**src/rtl/datapath_seq_if.sv**
```systemverilog
// Operation / result bus of the self-sequencing datapath.
// master: the op producer (instruction FSM or bench) drives the op fields and dbg_num.
// slave:  datapath_seq, which drives op_ready, res_valid, result, status and dbg_data.
interface datapath_seq_if #(
   parameter int W   = 16,
   parameter int AW  = 3,
   parameter int PCW = 8
);
   logic           op_valid;
   logic           op_ready;
   logic [AW-1:0]  rn;
   logic [AW-1:0]  rm;
   logic [AW-1:0]  rd;
   logic [1:0]     shift;
   logic [1:0]     alu_op;
   logic           a_zero;
   logic           b_imm;
   logic [W-1:0]   imm;
   logic [1:0]     wb_sel;
   logic           wr_en;
   logic [PCW-1:0] pc;
   logic [W-1:0]   mdata;
   logic           res_valid;
   logic [W-1:0]   result;
   logic [2:0]     status;
   logic [AW-1:0]  dbg_num;
   logic [W-1:0]   dbg_data;

   modport master (
      output op_valid, rn, rm, rd, shift, alu_op, a_zero, b_imm, imm,
             wb_sel, wr_en, pc, mdata, dbg_num,
      input  op_ready, res_valid, result, status, dbg_data
   );

   modport slave (
      input  op_valid, rn, rm, rd, shift, alu_op, a_zero, b_imm, imm,
             wb_sel, wr_en, pc, mdata, dbg_num,
      output op_ready, res_valid, result, status, dbg_data
   );
endinterface

```
**src/rtl/datapath_seq.sv**
```systemverilog
// Self-sequencing datapath: register file, shifter, ALU and {V,N,Z} status behind an op handshake.
// Latency: accept edge -> READ -> EXEC -> WB; res_valid/result appear 3 cycles after accept.
// Backpressure: op_ready is high only in IDLE; an op offered while busy waits until it is accepted.
// Ports: clk, reset (async, active-high); bus (slave modport) carries op fields, pc, mdata,
//        op_valid/op_ready, res_valid, result, status and the combinational debug read port.
module datapath_seq #(
   parameter int W    = 16,
   parameter int NREG = 8,
   parameter int AW   = 3,
   parameter int PCW  = 8
) (
   input  logic         clk,
   input  logic         reset,
   datapath_seq_if.slave bus
);

   typedef enum logic [1:0] {
      S_IDLE = 2'd0,
      S_READ = 2'd1,
      S_EXEC = 2'd2,
      S_WB   = 2'd3
   } state_t;

   // Everything the sequence needs is captured at accept, so the producer may change
   // the bus freely while the op is in flight.
   typedef struct packed {
      logic [AW-1:0]  rn;
      logic [AW-1:0]  rm;
      logic [AW-1:0]  rd;
      logic [1:0]     shift;
      logic [1:0]     alu_op;
      logic           a_zero;
      logic           b_imm;
      logic [W-1:0]   imm;
      logic [1:0]     wb_sel;
      logic           wr_en;
      logic [PCW-1:0] pc;
      logic [W-1:0]   mdata;
   } op_t;

   state_t         state;
   state_t         state_nxt;
   logic           accept;
   op_t            op_q;

   logic [W-1:0]   regs [NREG];
   logic [W-1:0]   a_q;
   logic [W-1:0]   b_q;
   logic [W-1:0]   c_q;
   logic [2:0]     status_q;
   logic [W-1:0]   result_q;
   logic           res_valid_q;

   logic [W-1:0]   b_shift;
   logic [W-1:0]   a_in;
   logic [W-1:0]   b_in;
   logic [W-1:0]   alu;
   logic           alu_v;
   logic [W-1:0]   pc_ext;
   logic [W-1:0]   wb_val;

   // ------------------------------------------------------------------ FSM
   always_ff @(posedge clk or posedge reset) begin
      if (reset) state <= S_IDLE;
      else       state <= state_nxt;
   end

   always_comb begin
      state_nxt = state;
      accept    = 1'b0;
      case (state)
         S_IDLE: begin
            accept = bus.op_valid;
            if (bus.op_valid) state_nxt = S_READ;
         end
         S_READ:  state_nxt = S_EXEC;
         S_EXEC:  state_nxt = S_WB;
         S_WB:    state_nxt = S_IDLE;
         default: state_nxt = S_IDLE;
      endcase
   end

   // ------------------------------------------------------------- datapath
   always_comb begin
      b_shift = b_q;
      case (op_q.shift)
         2'b01:   b_shift = {b_q[W-2:0], 1'b0};
         2'b10:   b_shift = {1'b0, b_q[W-1:1]};
         2'b11:   b_shift = {b_q[W-1], b_q[W-1:1]};
         default: b_shift = b_q;
      endcase
   end

   assign a_in = op_q.a_zero ? '0 : a_q;
   assign b_in = op_q.b_imm ? op_q.imm : b_shift;

   // Signed overflow: for ADD the operands share a sign the result lacks; for SUB the
   // operands differ in sign and the result's sign differs from A.
   always_comb begin
      alu   = '0;
      alu_v = 1'b0;
      case (op_q.alu_op)
         2'b00: begin
            alu   = a_in + b_in;
            alu_v = (a_in[W-1] == b_in[W-1]) && (alu[W-1] != a_in[W-1]);
         end
         2'b01: begin
            alu   = a_in - b_in;
            alu_v = (a_in[W-1] != b_in[W-1]) && (alu[W-1] != a_in[W-1]);
         end
         2'b10:   alu = a_in & b_in;
         default: alu = ~b_in;
      endcase
   end

   always_comb begin
      pc_ext            = '0;
      pc_ext[PCW-1:0]   = op_q.pc;
   end

   always_comb begin
      wb_val = c_q;
      case (op_q.wb_sel)
         2'b01:   wb_val = op_q.imm;
         2'b10:   wb_val = pc_ext;
         2'b11:   wb_val = op_q.mdata;
         default: wb_val = c_q;
      endcase
   end

   always_ff @(posedge clk or posedge reset) begin
      if (reset) begin
         op_q        <= '0;
         a_q         <= '0;
         b_q         <= '0;
         c_q         <= '0;
         status_q    <= '0;
         result_q    <= '0;
         res_valid_q <= 1'b0;
         for (int i = 0; i < NREG; i++) regs[i] <= '0;
      end else begin
         // Pulse marks the edge that completed WB, so result is already valid alongside it.
         res_valid_q <= (state == S_WB);
         if (accept) op_q <= op_t'{bus.rn, bus.rm, bus.rd, bus.shift, bus.alu_op,
                                    bus.a_zero, bus.b_imm, bus.imm, bus.wb_sel,
                                    bus.wr_en, bus.pc, bus.mdata};
         case (state)
            S_READ: begin
               a_q <= regs[op_q.rn];
               b_q <= regs[op_q.rm];
            end
            S_EXEC: begin
               c_q <= alu;
               // Flags only track ALU writebacks; loads of imm/pc/mdata leave them alone.
               if (op_q.wb_sel == 2'b00)
                  status_q <= {alu_v, alu[W-1], (alu == '0)};
            end
            S_WB: begin
               result_q <= wb_val;
               if (op_q.wr_en) regs[op_q.rd] <= wb_val;
            end
            default: ;
         endcase
      end
   end

   assign bus.op_ready  = (state == S_IDLE);
   assign bus.res_valid = res_valid_q;
   assign bus.result    = result_q;
   assign bus.status    = status_q;
   assign bus.dbg_data  = regs[bus.dbg_num];

endmodule

```
**src/flat_wrapper.sv**
```systemverilog
// flat-port wrapper written by rule: the top's interface ports become plain ports
module datapath_seq_flat 
#(
   parameter int W    = 16,
   parameter int NREG = 8,
   parameter int AW   = 3,
   parameter int PCW  = 8
)
  (clk, reset, bus_op_valid, bus_rn, bus_rm, bus_rd, bus_shift, bus_alu_op, bus_a_zero, bus_b_imm, bus_imm, bus_wb_sel, bus_wr_en, bus_pc, bus_mdata, bus_dbg_num, bus_op_ready, bus_res_valid, bus_result, bus_status, bus_dbg_data);
  datapath_seq_if #(.W(W), .AW(AW), .PCW(PCW)) bus_i ();
  input  logic clk;
  input  logic reset;
  input wire logic [$bits(bus_i.op_valid)-1:0] bus_op_valid;
  input wire logic [$bits(bus_i.rn)-1:0] bus_rn;
  input wire logic [$bits(bus_i.rm)-1:0] bus_rm;
  input wire logic [$bits(bus_i.rd)-1:0] bus_rd;
  input wire logic [$bits(bus_i.shift)-1:0] bus_shift;
  input wire logic [$bits(bus_i.alu_op)-1:0] bus_alu_op;
  input wire logic [$bits(bus_i.a_zero)-1:0] bus_a_zero;
  input wire logic [$bits(bus_i.b_imm)-1:0] bus_b_imm;
  input wire logic [$bits(bus_i.imm)-1:0] bus_imm;
  input wire logic [$bits(bus_i.wb_sel)-1:0] bus_wb_sel;
  input wire logic [$bits(bus_i.wr_en)-1:0] bus_wr_en;
  input wire logic [$bits(bus_i.pc)-1:0] bus_pc;
  input wire logic [$bits(bus_i.mdata)-1:0] bus_mdata;
  input wire logic [$bits(bus_i.dbg_num)-1:0] bus_dbg_num;
  output wire logic [$bits(bus_i.op_ready)-1:0] bus_op_ready;
  output wire logic [$bits(bus_i.res_valid)-1:0] bus_res_valid;
  output wire logic [$bits(bus_i.result)-1:0] bus_result;
  output wire logic [$bits(bus_i.status)-1:0] bus_status;
  output wire logic [$bits(bus_i.dbg_data)-1:0] bus_dbg_data;
  assign bus_i.op_valid = bus_op_valid;
  assign bus_i.rn = bus_rn;
  assign bus_i.rm = bus_rm;
  assign bus_i.rd = bus_rd;
  assign bus_i.shift = bus_shift;
  assign bus_i.alu_op = bus_alu_op;
  assign bus_i.a_zero = bus_a_zero;
  assign bus_i.b_imm = bus_b_imm;
  assign bus_i.imm = bus_imm;
  assign bus_i.wb_sel = bus_wb_sel;
  assign bus_i.wr_en = bus_wr_en;
  assign bus_i.pc = bus_pc;
  assign bus_i.mdata = bus_mdata;
  assign bus_i.dbg_num = bus_dbg_num;
  assign bus_op_ready = bus_i.op_ready;
  assign bus_res_valid = bus_i.res_valid;
  assign bus_result = bus_i.result;
  assign bus_status = bus_i.status;
  assign bus_dbg_data = bus_i.dbg_data;
  datapath_seq #(.W(W), .NREG(NREG), .AW(AW), .PCW(PCW)) u_core (.clk(clk), .reset(reset), .bus(bus_i));
endmodule
```
**config.mk**
```make
export PLATFORM = sky130hd
export DESIGN_NAME = datapath_seq_flat
export DESIGN_NICKNAME = d
export VERILOG_FILES = /design/src/rtl/datapath_seq_if.sv /design/src/rtl/datapath_seq.sv /design/src/flat_wrapper.sv
export SDC_FILE = /design/constraint.sdc
export NUM_CORES = 1
export LEC_CHECK = 0
export ABC_CLOCK_PERIOD_IN_PS = 9860
export CAP_MARGIN = 15
export CORE_UTILIZATION = 45
export DETAILED_ROUTE_END_ITERATION = 8
export PLACE_DENSITY_LB_ADDON = 0.3
export SYNTH_ARGS = -nofsm -noshare
export SYNTH_HDL_FRONTEND = slang
export SYNTH_SLANG_ARGS = --single-unit
```
**constraint.sdc**
```tcl
create_clock -name clk -period 9.86 [get_ports clk]
set_input_delay 2.465 -clock clk [delete_from_list [all_inputs] [get_ports clk]]
set_output_delay 2.465 -clock clk [all_outputs]
set_load 0.01 [all_outputs]
```
* After elaboration in Yosys (flattened, before gate mapping)
Index checks and enable logic that the tools add are counted.
** Cells by class
- Multiply operators :: 0
- Divide/modulo/power cells :: 0
- $add $sub $neg :: 2
- Mux-type cells :: 21
- Reduce and logical (&&, ||, !) cells :: 9
- Bitwise logic cells :: 6
- $lt $le $gt $ge :: 5
- Shifts and indexed selects :: 0
- Equal/unequal tests :: 16
** Operators with widths (number)
- $bmux W16 S3 :: 3
- $mux W16 :: 9
- $pmux W16 S3 :: 3
- $bwmux W128 :: 1
- $demux W16 S3 :: 1
- $add A16 B16 Y16 :: 1
- $and A16 B16 Y16 :: 1
- $ge A4 B4 Y1 const B :: 4
- $logic_not A16 Y1 :: 1
- $not A16 Y16 :: 1
- $not A3 Y4 :: 4
- $sub A16 B16 Y16 :: 1
- $eq A2 B2 Y1 const B :: 7
- $eq A2 B1 Y1 const B :: 4
- $pmux W2 S4 :: 1
- $logic_not A2 Y1 :: 3
- $lt A4 B1 Y1 const B :: 1
- $reduce_and A2 Y1 :: 2
- $logic_and A1 B1 Y1 :: 3
- $ne A1 B1 Y1 :: 3
- $mux W2 :: 1
- $ne A2 B2 Y1 const B :: 1
- $pmux W1 S2 :: 1
- $eq A1 B1 Y1 :: 1
- $mux W1 :: 1
** Word-level totals
- Logic and storage cells :: 86
- Memories kept :: 0
- Bits in writable memories :: 0
- Bits in latches :: 0
- Output and inout port bits :: 37
- Bits of input ports :: 64
- Register bits after elaboration :: 256
- Memory bits (read-only) :: 0

* Logic depth before layout (Yosys ltp)
- Depth in word-level cells :: 7
- Mapped depth :: 18
- Depth with buffers taken out :: 15

* Worst setup path after synthesis
OpenSTA, ideal clock, no wires.
- Kind :: input to output
- Start :: in bus_dbg_num[0]
- End :: out bus_dbg_data[0]
- Slack :: 3.324 ns
- Path buffers :: 2
- Arrival :: 4.071 ns
- Stages :: 4
- Required time :: 7.395 ns
- Cells stage by stage :: clkbuf_1 buf_1 mux4_2 mux2_2
** Between the ends
- Word-level cells in the longest chain between the ends :: 4
** Ends and longest elaborated chain
- from (decl) :: RTL line flat_wrapper.sv:26 : input wire logic [$bits(bus_i.dbg_num)-1:0] bus_dbg_num;
- $not A3 Y4 (implied by the code) :: RTL line datapath_seq.sv:171 : assign bus.dbg_data = regs[bus.dbg_num];
- $bmux W16 S3 :: RTL line datapath_seq.sv:171
- $mux W16 (implied by the code) (2 in series) :: RTL line datapath_seq.sv:171
- to (decl) :: RTL line flat_wrapper.sv:31 : output wire logic [$bits(bus_i.dbg_data)-1:0] bus_dbg_data;
Every way passes these cells. The select of a mux whose other input is x is not followed.

* Worst setup path after layout
- Start :: in bus_dbg_num[2]
- End :: out bus_dbg_data[2]
The elaborated chain is that of the path after synthesis.

==> results.yml <==
status:
  status: "finished, final reports clean"
synth:
  yosys-top-cells-area: "dfrtp_1 (42%), mux4_2 (16%), mux2_2 (12%)"
  synth.most_common_cell: "dfrtp_1"
  syn_inst: 1290
  synth_seq_area_share_pct: 42.3
  synth_ff_type: "dfrtp_1"
  synthesis.area_um2: 15200
  synth_top_cell_by_area: "dfrtp_1"
  ys_async_sr_fraction_pct: 100
  synth_common_cells: "dfrtp_1 (256), mux2_2 (164), nor2_1 (123)"
  synth.distinct_cells: 76
  synth_edf_count: 0
  synth_warnings: 0
  ys_ff_latch: 256
  syn-num-nets: 1392
  synth_area_per_cell_um2: 11.8
  synth_top_area_share_pct: 42.3
clock_network:
  cts_resized: 0
  cts_hold_buf: 0
  cts_tree: "built"
  cts_setup_buffers: 0
  cts_inserted_buffers: 28
  cts_buffer_depth: 3
  htree_levels: 1
  cts_root_buffer: "clkbuf_16"
  numClockSinks: 256
  clkTransAtPathRegs_ps: 60
  worstSkewPairLatency_ps: 550
finish:
  syn2layout_area_growth_pct: 15.7
  fill_cells: 2885
  finish.utilization_pct: 53.4
  nets: 1455
  diodes: 0
  drive_gt1_share_pct: 27.0
timing:
  relSlewSlack_pct: 19.9
  setup_tns_ps: 0
  tightest_slew_ps: 1200
  rsz0062_at_grt: "false"
  hold_ws_ps: 471
  hold_viol_final: 0
  clock_skew_ps: 14.2
  setup_viol: 0
  finalCriticalPeriod_ps: 7160
  final_max_slew_viol_count: 0
  fmax_ghz: 0.140
  post-route-period-util_pct: 72.6
drt:
  wl_per_cell_um: 21.5
  route.vias.total: 10741
  route.final.wire_length_um: 39100
  avgViaCountPerCell: 5.91
  drc_errors: 0
  firstDrtPassIters: 6
  drt.antenna.violating_nets: 0
  drt_iter0_drc: 715
critical_path:
  reg2reg_to: "u_core.bus.status[0]"
  crit_end: "bus_dbg_data[2]"
  arrival_ps: 4690
  required_ps: 7400
  reg2regPathDepth: 14
  r2r-start: "u_core.op_q[48]"
  crit_start: "bus_dbg_num[2]"
  criticalPathCategory: "in -> out"
  worstSetupStartpointType: "input pin"
  worst_setup_path_end_kind: "output port"
  r2r_slack_ps: 5520
  cp_max_fo: 16
power:
  leakagePower_nw: 7.46
  power_density_nw_per_um2: 402
  ir_worst_vdd_mv: 0.214
  power_mw: 7.05
floorplanning:
  initial_utilization_pct: 46.1
  num_rows: 66
  fp.coreArea_um2: 32900
  dieWidth_um: 186
  dieArea_um2: 34400
  die_height_um: 186
  ios: 101
global_route:
  grt_pass1_vias: 10768
  grt_overflow: 0
  grt_use_total_pct: 23.5
  grt_pass1_wl_um: 62300
  antenna_found_initial: 0
  grt_max_degree: 171
run:
  cap_violations: 0
place:
  routabilityCongestion: 0.935
  dpl.hpwl_um: 26100
  portBuffers: 100
hold_path:
  hold_path.class: "reg -> reg"
cell type report:
class	instances	area [um^2]	area share, %
Clock inverter	12	148	0.841
Inverter	45	176	1.01
Multi-Input combinational cell	900	8220	46.9
Timing Repair Buffer	122	1190	6.80
Sequential cell	256	6410	36.5
Clock buffer	39	843	4.81
Tap cell	442	553	3.15
through the flow:
step	setup slack, ps	cells	cell area, um^2
after floorplan	353	1290	15200
after global placement	2800	1764	16500
after detailed placement	2790	1764	16500
after CTS	2800	1815	17500
after global routing	2690	1816	17500
final	2700	1816	17500
kinds of logic (layout without fill, tap and decap cells):
family | after synthesis | count (layout) | share of synthesized area (%)
XOR/XNOR | 11 | 11 | 0.636
multiplexers | 328 | 328 | 31.8
buffers and inverters | 134 | 218 | 3.55
AND/OR/NAND/NOR | 264 | 264 | 7.94
AO/OA/AOI/OAI | 259 | 259 | 10.5
adder cells (fa/ha/maj) | 38 | 38 | 3.24
flip-flops | 256 | 256 | 42.3
worst max-delay path: stages:
cell and delay (ps):
clkdlybuf4s50_1 1270, mux2_2 450, clkdlybuf4s50_1 500
registers in the layout, indices dropped and copies added (netlist names):
name                  count
u_core.bus.status         3
u_core.b_q               16
u_core.a_q               16
u_core.bus.res_valid      1
u_core.regs             128
u_core.op_q              58
u_core.c_q               16
u_core.bus.result        16
u_core.state              2
metal layers:
layer	routed length (um)	GRT usage, %
met1	17500	33.7
met2	18300	37.4
met3	2600	4.03
met4	629	4.82
met5	0	0
how the worst min path moves through the flow:
stage | startpoint | end | cells past startpoint
3_5_place_dp | u_core.bus.status[0] | u_core.bus.status[0] | 2
5_1_grt | u_core.c_q[5] | u_core.c_q[5] | 1
3_3_place_gp | u_core.bus.status[0] | u_core.bus.status[0] | 2
6_report | u_core.bus.status[0] | u_core.bus.status[0] | 2
4_1_cts | u_core.bus.status[0] | u_core.bus.status[0] | 2
2_1_floorplan | u_core.c_q[5] | u_core.c_q[5] | 1
where the power goes:
group / switching (mW) / leakage [nW] / total (mW) / internal [mW]
combinational: 2.02 / 3.78 / 3.88 / 1.86
sequential: 0.515 / 3.19 / 2.05 / 1.54
clock: 0.441 / 0.488 / 1.11 / 0.673
cells in the final DEF (no fill, tap or decap), types with 22 or more instances in the layout:
cell type        instances
a21oi_1                112
clkbuf_16               29
clkdlybuf4s50_1         99
dfrtp_1                252
ha_1                    35
inv_1                   39
mux2_2                 164
mux2i_1                 57
mux4_2                 107
nand2_1                 62
nor2_1                 123
nor2b_1                 22
o21ai_0                 49
Note: power is estimated with default switching activity, not from simulation.
